File: src/rtl/divclk_pkg.sv
// Shared constants and divisor helpers for the programmable clock divider.
package divclk_pkg;

    localparam int unsigned CNT_W_DEF = 16;
    localparam int unsigned DIV_MIN   = 2;

    function automatic logic div_is_legal(input logic [31:0] n);
        return n >= DIV_MIN;
    endfunction

    // ceil(n/2); the extra bit keeps n = 2^32-1 from wrapping.
    function automatic logic [31:0] div_high_len(input logic [31:0] n);
        logic [32:0] sum;
        sum = {1'b0, n} + 33'd1;
        return sum[32:1];
    endfunction

endpackage

File: src/rtl/divclk_period_ctr.sv
// Period counter and registered clk_out/tick generation for the active divisor.
module divclk_period_ctr
    import divclk_pkg::*;
#(
    parameter int unsigned CNT_W = CNT_W_DEF
) (
    input  logic             clk_i,
    input  logic             reset_i,
    input  logic             enable_i,
    input  logic [CNT_W-1:0] div_n_i,
    output logic             boundary_o,
    output logic             clk_out_o,
    output logic             tick_o
);

    logic [CNT_W-1:0] cnt_q, cnt_d;
    logic [CNT_W-1:0] phase_last;
    logic [CNT_W-1:0] high_len;
    logic             run_q, run_d;
    logic             clk_out_q, clk_out_d;
    logic             tick_q, tick_d;

    assign high_len   = CNT_W'(div_high_len(32'(div_n_i)));
    assign phase_last = div_n_i - CNT_W'(1);

    // An idle divider is always at a boundary, so pending divisors apply immediately.
    assign boundary_o = !run_q || (cnt_q == phase_last);

    always_comb begin
        cnt_d     = '0;
        run_d     = 1'b0;
        clk_out_d = 1'b0;
        tick_d    = 1'b0;
        if (enable_i) begin
            run_d = 1'b1;
            if (run_q && (cnt_q < phase_last)) begin
                cnt_d = cnt_q + CNT_W'(1);
            end
            clk_out_d = cnt_d < high_len;
            tick_d    = cnt_d == '0;
        end
    end

    always_ff @(posedge clk_i) begin
        if (reset_i) begin
            cnt_q     <= '0;
            run_q     <= 1'b0;
            clk_out_q <= 1'b0;
            tick_q    <= 1'b0;
        end else begin
            cnt_q     <= cnt_d;
            run_q     <= run_d;
            clk_out_q <= clk_out_d;
            tick_q    <= tick_d;
        end
    end

    assign clk_out_o = clk_out_q;
    assign tick_o    = tick_q;

endmodule

File: src/rtl/divclk_prog.sv
// Runtime-programmable clock divider with load/ack divisor handshake.
// Define DIVCLK_PROG_PERIOD_CNT_EN to add the period_cnt tick counter output.
module divclk_prog
    import divclk_pkg::*;
#(
    parameter int unsigned CNT_W       = CNT_W_DEF,
    parameter int unsigned DEFAULT_DIV = 2
) (
    input  logic             clk,
    input  logic             reset,
    input  logic             enable,
    input  logic [CNT_W-1:0] div_value,
    input  logic             div_load,
    output logic             div_ack,
    output logic             div_err,
    output logic             clk_out,
    output logic             tick
`ifdef DIVCLK_PROG_PERIOD_CNT_EN
    ,
    output logic [15:0]      period_cnt
`endif
);

    logic [CNT_W-1:0] div_act_q, div_act_d;
    logic [CNT_W-1:0] pend_val_q, pend_val_d;
    logic             pend_q, pend_d;
    logic             ack_q, ack_d;
    logic             err_q, err_d;
    logic             boundary;
    logic             load_legal;
    logic             apply;

    assign load_legal = div_is_legal(32'(div_value));
    // Uses the registered pending flag, so a load in the boundary cycle waits a period.
    assign apply      = pend_q && boundary;

    always_comb begin
        div_act_d  = div_act_q;
        pend_val_d = pend_val_q;
        pend_d     = pend_q;
        ack_d      = apply;
        err_d      = div_load && !load_legal;
        if (apply) begin
            div_act_d = pend_val_q;
            pend_d    = 1'b0;
        end
        if (div_load && load_legal) begin
            pend_val_d = div_value;
            pend_d     = 1'b1;
        end
    end

    always_ff @(posedge clk) begin
        if (reset) begin
            div_act_q  <= CNT_W'(DEFAULT_DIV);
            pend_val_q <= '0;
            pend_q     <= 1'b0;
            ack_q      <= 1'b0;
            err_q      <= 1'b0;
        end else begin
            div_act_q  <= div_act_d;
            pend_val_q <= pend_val_d;
            pend_q     <= pend_d;
            ack_q      <= ack_d;
            err_q      <= err_d;
        end
    end

    divclk_period_ctr #(
        .CNT_W (CNT_W)
    ) u_period_ctr (
        .clk_i      (clk),
        .reset_i    (reset),
        .enable_i   (enable),
        .div_n_i    (div_act_q),
        .boundary_o (boundary),
        .clk_out_o  (clk_out),
        .tick_o     (tick)
    );

    assign div_ack = ack_q;
    assign div_err = err_q;

`ifdef DIVCLK_PROG_PERIOD_CNT_EN
    logic [15:0] period_cnt_q;

    always_ff @(posedge clk) begin
        if (reset || ack_q) begin
            period_cnt_q <= '0;
        end else if (tick) begin
            period_cnt_q <= period_cnt_q + 16'd1;
        end
    end

    assign period_cnt = period_cnt_q;
`endif

endmodule

File: config.mk
export PLATFORM = sky130hd
export DESIGN_NAME = divclk_prog
export DESIGN_NICKNAME = d
export VERILOG_FILES = /design/src/rtl/divclk_pkg.sv /design/src/rtl/divclk_period_ctr.sv /design/src/rtl/divclk_prog.sv
export SDC_FILE = /design/constraint.sdc
export NUM_CORES = 1
export LEC_CHECK = 0
export BUFFER_PORTS_ARGS = -buffer_cell sky130_fd_sc_hd__buf_2
export CAP_MARGIN = 10
export CORE_MARGIN = 3
export CORE_UTILIZATION = 60
export CTS_CLUSTER_SIZE = 24
export DETAILED_ROUTE_END_ITERATION = 8
export PLACE_DENSITY = 0.79
export SYNTH_ARGS = -nofsm -noshare
export SYNTH_HDL_FRONTEND = slang
export SYNTH_SLANG_ARGS = --single-unit
export TNS_END_PERCENT = 5
File: constraint.sdc
create_clock -name clk -period 5.85 [get_ports clk]
set_input_delay 0.2925 -clock clk [delete_from_list [all_inputs] [get_ports clk]]
set_output_delay 0.2925 -clock clk [all_outputs]
set_load 0.02 [all_outputs]
Yosys cells after proc, flatten, opt, wreduce, memory -nomap -nowiden
Cells that the tools add are included.
{ "classes": {"add_sub_neg": 3, "n_mul": 0, "div_mod_pow": 0, "n_lt_le_gt_ge": 3, "n_eq_ne": 1, "shifts": 0, "muxes": 5, "n_bitwise": 1, "reduce_logical": 10} }
{ "op_table": {"columns": ["cell", "count"], "rows": [
  ["$lt 16x16->1", 2],
  ["$mux 16", 2],
  ["$add 16x1->17 const B", 1],
  ["$add 16x1->16 const B", 1],
  ["$eq 16x16->1", 1],
  ["$ge 16x2->1 const B", 1],
  ["$logic_not 16->1", 1],
  ["$sub 16x1->16 const B", 1],
  ["$logic_and 1x1->1", 4],
  ["$mux 1", 3],
  ["$logic_not 1->1", 2],
  ["$reduce_bool 2->1", 1],
  ["$reduce_or 2->1", 1],
  ["$logic_or 1x1->1", 1],
  ["$not 1->1", 1]
]} }
{ "totals": {"reg_bits": 54, "latchBits": 0, "ram_bits": 0, "mem_bits_ro": 0, "inputBits": 20, "out_inout_bits": 4, "wordCells": 32, "mem_count": 0} }

Depth between registers and ports, before layout
Gate-level depths: netlist of run 1.
{ "depth": {"ltp_word": 6, "mapped_depth": 19, "mapped_depth_nobuf": 18} }

Hierarchy
From an unflattened synthesis of run 1, not the netlist that was laid out.
{ "hier_totals": {"hier_cells": 433, "hier_area_um2": 3550.9} }
{ "by_module_without_submodules": {"columns": ["module", "instances", "cells_per_inst", "area_each_um2", "seq_area_each_um2"], "rows": [
  ["divclk_period_ctr", 1, 280, 2112.0, 380.4],
  ["divclk_prog", 1, 153, 1438.9, 700.7]
]} }

Worst setup path after synthesis of run 1
No wires, ideal clock.
{ "synth_timing": {"path_kind": "flip-flop to flip-flop", "start": "register div_act_q[2]", "end": "register u_period_ctr.clk_out_q (netlist: u_period_ctr.clk_out_o)", "setup_ns": 0.116, "t_arrival_ns": 4.175, "path_slack_ns": 1.559, "stages_incl_launch_ff": 19, "cell_sequence": "dfxtp_1 > clkbuf_1 > nor4_1 > nand2_1 > nor4_2 > nand2_1 > xor2_1 > ha_1 > nand4_1 > a2111o_1 > o211ai_1 > buf_2 > nor2_1 > ha_1 > nand4_1 > or2_1 > or4_1 > o211a_1 > o211a_1"} }
{ "synth_between": {"elab_chain_len": 6, "elab_cells_between_ends": 7, "classes_between": "add/sub: 2; order compare: 2; mux: 2; reduce/logical: 1"} }
{ "synth_rtl": {"columns": ["element", "line", "rtl"], "rows": [
  ["from (decl)", "divclk_prog.sv:24", "logic [CNT_W-1:0] div_act_q, div_act_d;"],
  ["from (signal assigned)", "divclk_prog.sv:55", "div_act_q <= CNT_W'(DEFAULT_DIV);"],
  ["from (signal assigned)", "divclk_prog.sv:61", "div_act_q <= div_act_d;"],
  ["$sub 16x1->16", "divclk_period_ctr.sv:24", "assign phase_last = div_n_i - CNT_W'(1);"],
  ["$lt 16x16->1", "divclk_period_ctr.sv:36", "if (run_q && (cnt_q < phase_last)) begin"],
  ["$logic_and 1x1->1", "divclk_period_ctr.sv:36", null],
  ["$mux 16", "divclk_period_ctr.sv:36", null],
  ["$mux 16", "divclk_period_ctr.sv:34", "if (enable_i) begin"],
  ["$lt 16x16->1 *", "divclk_period_ctr.sv:39", "clk_out_d = cnt_d < high_len;"],
  ["to (signal assigned)", "divclk_period_ctr.sv:53", "clk_out_q <= clk_out_d;"],
  ["to (decl)", "divclk_period_ctr.sv:20", "logic clk_out_q, clk_out_d;"]
]} }
Every way passes the cells marked *; elsewhere a longest branch is shown, timed or not. The select of a mux whose other input is x is not followed.
A chain may end at the register's enable or synchronous reset.

Worst setup path after layout of run 1
Ends and elaborated chain as after synthesis.

==> results of run 1 <==
## cells by family (layout without fill, tap and decap cells)
group | Yosys count | count (layout) | share of synthesized area [%]
buf+inv | 31 | 43 | 3.62
fa+ha+maj | 34 | 34 | 12.0
compound gates | 57 | 57 | 11.7
mux | 23 | 23 | 6.51
simple gates | 181 | 181 | 25.7
xor+xnor | 41 | 41 | 10.1
flops | 54 | 54 | 30.4
## flip-flops by register name (all words and copies together) (netlist names)
| name | flops |
|---|---|
| div_ack | 1 |
| div_act_q | 16 |
| div_err | 1 |
| pend_q | 1 |
| pend_val_q | 16 |
| u_period_ctr.clk_out_o | 1 |
| u_period_ctr.cnt_q | 16 |
| u_period_ctr.run_q | 1 |
| u_period_ctr.tick_o | 1 |
## cells in the mapped netlist, types with 5 or more instances
master	count	area [µm²]
dfxtp_1	54	1080
clkbuf_1	14	52.6
mux2i_1	22	220
xor2_1	25	219
nor4_1	7	43.8
o21ai_0	6	30.0
xnor2_1	16	140
ha_1	34	425
and3_1	6	37.5
nand3_1	12	60.1
nand4_1	12	75.1
a21o_1	7	52.6
nor3_1	7	35.0
and4_1	5	43.8
nand2_1	40	150
nor2_1	67	251
inv_1	9	33.8
a21oi_1	21	105
## metal layers
layer | vias to the layer above | track usage (%)
met5 | - | 0
met4 | 0 | 9.06
met3 | 18 | 4.76
met2 | 80 | 38.4
met1 | 1377 | 29.7
li1 | 1504 | -
## report_power, final
group	leakage, nW	internal [mW]	switching (mW)
combinational	1.13	0.0413	0.0552
sequential	0.440	0.379	0.0112
clock	0.0458	0.0871	0.127
## worst max-delay path by stage
stage	startpoint	endpoint	slack, ns	cells after the start
2_1_floorplan	div_act_q[2]$_SDFFE_PP0P_	u_period_ctr.clk_out_o$_SDFF_PP0_	1.56	18
3_3_place_gp	div_act_q[2]$_SDFFE_PP0P_	u_period_ctr.clk_out_o$_SDFF_PP0_	1.06	17
3_5_place_dp	div_act_q[2]$_SDFFE_PP0P_	u_period_ctr.clk_out_o$_SDFF_PP0_	0.93	17
4_1_cts	div_act_q[2]$_SDFFE_PP0P_	u_period_ctr.clk_out_o$_SDFF_PP0_	0.90	17
5_1_grt	div_act_q[2]$_SDFFE_PP0P_	u_period_ctr.clk_out_o$_SDFF_PP0_	0.61	18
6_report	div_act_q[2]$_SDFFE_PP0P_	u_period_ctr.clk_out_o$_SDFF_PP0_	1.02	18
## final cells by class
| type | instances | area (µm²) | area share, % |
|---|---|---|---|
| clock buffer | 6 | 72.6 | 1.92 |
| inverter | 10 | 37.5 | 0.993 |
| multi-input combinational | 336 | 2350 | 62.2 |
| tap | 72 | 90.1 | 2.38 |
| clock inverter | 2 | 17.5 | 0.463 |
| timing repair buffer | 25 | 130 | 3.44 |
| sequential | 54 | 1080 | 28.6 |
## worst register-to-register path, stage by stage, from the launching register on
cell and delay, ns:
dfxtp_1 0.41, nor4_1 0.40, nand2_1 0.13, nor4_2 0.34, nand2_1 0.14, xor2_1 0.17
ha_1 0.30, a21o_1 0.16, a21o_1 0.17, a211oi_1 0.34, o211ai_1 0.36, buf_4 0.29
nor2_1 0.14, ha_1 0.20, nand4_1 0.12, or2_1 0.25, or4_1 0.53, o211a_1 0.14
o211a_1 0.13
==> impl_metrics.csv, run 1 <==
group,metric,value,unit
sta,slew_headroom,27.0,%
floorplanning,die_area,6890,µm²
finish,fill_cells,498,
cts,cts_tree,"built",
cts,htreeDepth,2,
route,wl_per_cell,15.5,µm
setup_path,cp_max_fo,10,
grt,antenna_found_initial,0,
power,ir_drop,0.166,mV
sta,setup_slack,1.02,ns
placed_design,io_buffers,23,
floorplanning,dieHeight,83.0,µm
setup_path,r2r_end,"u_period_ctr.clk_out_o$_SDFF_PP0_",
yosys,synthFlopType,"dfxtp_1",
finish,final_common_cell,"nor2_1",
setup_path,ff2ff_path_depth,18,
placed_design,dp_hpwl,6110,µm
setup_path,crit_path_max_incr_delay,0.53,ns
setup_path,rrSetupSlack,1.02,ns
route,detail-route-antenna-nets,0,
placed_design,dpl.cell_count,495,
sta,hold_viol_final,0,
yosys,syn_nets,475,
worst_hold_path,min_to,"pend_val_q[0]$_SDFFE_PP0P_",
finish,fin_nets,486,
yosys,syn-instance-count,421,
route,wl_met2,3710,µm
sta,finalCriticalPeriod,4.83,ns
sta,setup-tns-final,0,ns
grt,grtUsageTotal,23.3,%
floorplanning,core_area,5610,µm²
setup_path,start_kind,"register",
cts,cts_buffers,5,
placed_design,gp_congestion,0.934,
sta,setup_violations,0,
setup_path,critical_path.top_delay_family,"simple AND/OR/NAND/NOR gates",
route,routed_wl,7830,µm
grt,grt_first_pass_wirelength,13300,µm
grt,grt_remaining_overflow,0,
yosys,syn_avg_cell_area,8.45,µm²
power,finalPower,0.701,mW
yosys,async_flop_share,0,%
route,top_layer_used,"met4",
cts,cts_hold_buf,0,
cts,ctsResizeCount,0,
setup_path,crit_chain,"nor4_1 > nand2_1 > nor4_2 > nand2_1 > xor2_1 > ha_1 > a21o_1 > a21o_1 > a211oi_1 > o211ai_1 > buf_4 > nor2_1 > ha_1 > nand4_1 > or2_1 > or4_1 > o211a_1 > o211a_1",
outcome,status,"finished, final reports clean",
grt,grt_max_degree,37,
worst_hold_path,hold_class,"primary input to register",
route,met1_length,3480,µm
finish,fin_cells,505,
sta,slew_violations,0,
route,vias,2979,
finish,num_antenna_cells,0,
placed_design,pre_cts_ws,0.929,ns
yosys,ys_warn_count,0,
power,leakagePower,1.62,nW
worst_hold_path,min_path_cells,3,
sta,finalClockSkew,0.00931,ns
setup_path,critPathBufInv,1,
cts,path_clk_slew,0.10,ns
sta,tightest_slew,1.09,ns
yosys,synth_edf_count,0,
setup_path,rr_startpoint,"div_act_q[2]$_SDFFE_PP0P_",
grt,grt_pass1_vias,2818,
finish,postLayoutCellArea,3780,µm²
placed_design,dpl_cell_area,3670,µm²
setup_path,cp-end-kind,"register",
floorplanning,ioPinCount,24,
floorplanning,start_util,63.4,%
sta,timing.fmax,207,MHz
finish,final_core_util,67.4,%
finish,layout_common_cells,"nor2_1, dfxtp_1, nand2_1",
setup_path,arrival,5.04,ns
sta,finalCritPeriodShare,82.6,%
flow_run,maxCapViolCount,0,
sta,rsz0062_at_grt,"no",
yosys,syn-cell-area,3560,µm²
worst_hold_path,min_from,"div_value[0]",
yosys,ys_seq_area_share,30.4,%
setup_path,crit_path_top_delay_cell,"or4_1",
finish,areaGrowthSynthToFinish,6.26,%
power,power_density,185,nW/µm²
yosys,yosysUniqueCellTypes,54,
setup_path,crit_type,"register to register",
cts,post_cts_buffers,0,
finish,layout-drive-gt1-share,10.9,%
cts,insertion_delay,0.32,ns
floorplanning,num_rows,27,
route,vias_per_cell,5.90,
route,drc,0,
floorplanning,die_w,83.0,µm
yosys,ys_ff_latch,54,
route,dr.pass1.iters,6,
setup_path,required,6.06,ns
sta,whs,0.207,ns
route,drt_iter0_markers,141,
route,met3_length,400,µm
cts,cts_sinks,54,
cts,cts_buffer_depth,2,
cts,cts_root_buf,"clkbuf_8",
Note: power is estimated with default switching activity, not from simulation.
==> run 2, diff against run 1 <==
--- a/config.mk
+++ b/config.mk
@@ -8,10 +8,10 @@
 export BUFFER_PORTS_ARGS = -buffer_cell sky130_fd_sc_hd__buf_2
 export CAP_MARGIN = 10
 export CORE_MARGIN = 3
-export CORE_UTILIZATION = 60
+export CORE_UTILIZATION = 55
 export CTS_CLUSTER_SIZE = 24
 export DETAILED_ROUTE_END_ITERATION = 8
-export PLACE_DENSITY = 0.79
+export PLACE_DENSITY = 0.76
 export SYNTH_ARGS = -nofsm -noshare
 export SYNTH_HDL_FRONTEND = slang
 export SYNTH_SLANG_ARGS = --single-unit
==> constraint.sdc (replaced) <==
create_clock -name clk -period 4.1 [get_ports clk]
set_input_delay 0.205 -clock clk [delete_from_list [all_inputs] [get_ports clk]]
set_output_delay 0.205 -clock clk [all_outputs]
set_load 0.02 [all_outputs]
==> run 2 against run 1 <==
Compared with the run above:
- total power up 43%
- worst setup slack worse by 1.0 ns
- largest power group unchanged
- register-to-register slack worse by 1.0 ns
- via count down 0.17%
- combinational power up 63%
- clock power up 37%
- non-clock buffer count up 16
- count of clock-buffer cells in the layout down 1
- global-route usage down 1.0 points
- sequential power up 42%
- highest routed layer unchanged
- die area up 8.4%
- final cell count up 3.6%
==> impl_metrics.csv, run 2 (same netlist as run 1, synthesis figures left out) <==
group,metric,value,unit
route,wl_per_cell,14.9,µm
floorplanning,ioPinCount,24,
power,seqPwrFrac,55.1,%
route,drc,0,
grt,grt_first_pass_wirelength,13500,µm
grt,antenna_found_initial,0,
placed_design,dpl.cell_count,516,
sta,rsz0062_at_grt,"yes",
cts,cts_buffers,5,
grt,grt_pass1_vias,2900,
route,vias_per_cell,5.69,
cts,insertion_delay,0.30,ns
floorplanning,dieHeight,86.4,µm
sta,setup_violations,0,
route,vias,2974,
setup_path,crit_type,"register to register",
outcome,status,"finished, final reports clean",
power,finalPower,1.00,mW
finish,fin_cells,523,
cts,path_clk_slew,0.10,ns
cts,cts_tree,"built",
sta,whs,0.125,ns
grt,grt_max_degree,37,
setup_path,start_kind,"register",
finish,layout_common_cells,"nor2_1, dfxtp_1, nand2_1",
placed_design,dpl_cell_area,3850,µm²
power,sw_frac_of_total,27.4,%
setup_path,required,4.31,ns
power,ir_drop,0.189,mV
sta,finalCritPeriodShare,99.6,%
finish,postLayoutCellArea,3940,µm²
finish,num_antenna_cells,0,
cts,cts_buffer_depth,2,
power,switching_power,0.274,mW
floorplanning,start_util,58.4,%
route,routed_wl,7800,µm
sta,finalClockSkew,0.00510,ns
setup_path,cp_max_fo,10,
cts,post_cts_buffers,0,
worst_hold_path,hold_class,"primary input to register",
sta,finalCriticalPeriod,4.08,ns
cts,cts_sinks,54,
power,p_int,0.729,mW
finish,final_common_cell,"nor2_1",
sta,hold_viol_final,0,
sta,slew_violations,0,
grt,grtUsageTotal,22.2,%
placed_design,gp_congestion,0.869,
finish,areaGrowthSynthToFinish,10.7,%
setup_path,cp-end-kind,"register",
finish,largestRegisters,"div_act_q (16), pend_val_q (16), u_period_ctr.cnt_q (16)",
route,detail-route-antenna-nets,0,
power,leakagePower,1.70,nW
finish,fill_cells,538,
finish,layout-drive-gt1-share,14.7,%
power,p_comb_share,15.7,%
floorplanning,die_area,7470,µm²
floorplanning,die_w,86.4,µm
cts,cts_root_buf,"clkbuf_8",
placed_design,dp_hpwl,6220,µm
grt,grt_remaining_overflow,0,
sta,slew_headroom,27.9,%
setup_path,arrival,4.29,ns
floorplanning,core_area,6100,µm²
cts,cts_hold_buf,0,
sta,tightest_slew,1.08,ns
floorplanning,num_rows,28,
placed_design,io_buffers,23,
sta,timing.fmax,245,MHz
route,drt_iter0_markers,96,
finish,fin_nets,502,
power,power_density,255,nW/µm²
power,p_clk_share,29.2,%
cts,htreeDepth,2,
flow_run,maxCapViolCount,0,
route,dr.pass1.iters,4,
finish,final_core_util,64.6,%
[run 2: cell count changes in the layout (fill, tap and decap cells not counted)]
cell,delta
clkbuf_1,-1
buf_4,+16
nand2_1,-1
clkinv_4,-1
a211oi_1,-1
nor4_2,-2
nor4_1,-1
inv_6,-1
a211oi_2,+1
nor4_4,+3
nand2_2,+1
clkinvlp_4,+2
[run 2: per-stage QoR]
stage                     setup slack (ns)  TNS (ns)
after floorplan                    0.00421         0
after global placement               0.126         0
after detailed placement           -0.0542   -0.0542
after CTS                           0.0119         0
after global routing                -0.191    -0.191
final                               0.0160         0
[run 2: path summary, 6_finish.rpt]
| check | startpoint | to | slack, ns | cells after the start |
|---|---|---|---|---|
| worst max-delay path | div_act_q[5]$_SDFFE_PP0P_ | u_period_ctr.clk_out_o$_SDFF_PP0_ | 0.02 | 18 |
| worst min-delay path | div_value[0] | pend_val_q[0]$_SDFFE_PP0P_ | 0.12 | 3 |
| worst max register to register | div_act_q[5]$_SDFFE_PP0P_ | u_period_ctr.clk_out_o$_SDFF_PP0_ | 0.02 | 18 |
| worst min register to register | pend_val_q[13]$_SDFFE_PP0P_ | pend_val_q[13]$_SDFFE_PP0P_ | 0.46 | 2 |
[run 2: final cells by class]
class	instances	area (µm²)	share of cell area (%)
Multi-Input combinational cell	336	2390	60.7
Sequential cell	54	1080	27.5
Timing Repair Buffer	41	250	6.36
Tap cell	75	93.8	2.38
Clock buffer	5	68.8	1.75
Inverter	10	37.5	0.953
Clock inverter	2	15.0	0.381
[run 2: worst max-delay path, stage by stage (launching register included)]
cell and delay (ns):
dfxtp_1 0.35, nor4_4 0.31, nand2_1 0.15, nor4_4 0.26, nand2_1 0.11, xor2_1 0.16
ha_1 0.31, a21o_1 0.18, a21o_1 0.18, a211oi_2 0.27, o211ai_1 0.15, buf_4 0.19
nor2_1 0.13, ha_1 0.17, nand4_1 0.12, or2_1 0.25, or4_1 0.46, o211a_1 0.12
o211a_1 0.10
[run 2: layer usage]
metal,share of wire (%),global-route usage (%),wire length [µm],up-vias
li1,-,-,-,1535
met1,46,29.4,3600,1366
met2,49,38.5,3790,63
met3,3.9,3.04,307,10
met5,0,0,0,-
met4,1.3,4.96,103,0
[run 2: repair_timing]
item,in CTS,in global routing
pin swaps,1,0
resized for setup,0,2
setup endpoints to repair,1,1
endpoints found under the hold margin,0,0
[run 2: power by group through the flow]
stage | Clock [mW] | Sequential [mW] | Combinational [mW]
2_1_floorplan | 0 | 0.563 | 0.108
3_3_place_gp | 0 | 0.565 | 0.150
3_5_place_dp | 0 | 0.565 | 0.156
4_1_cts | 0.301 | 0.553 | 0.157
5_1_grt | 0.318 | 0.555 | 0.176
6_report | 0.293 | 0.553 | 0.157
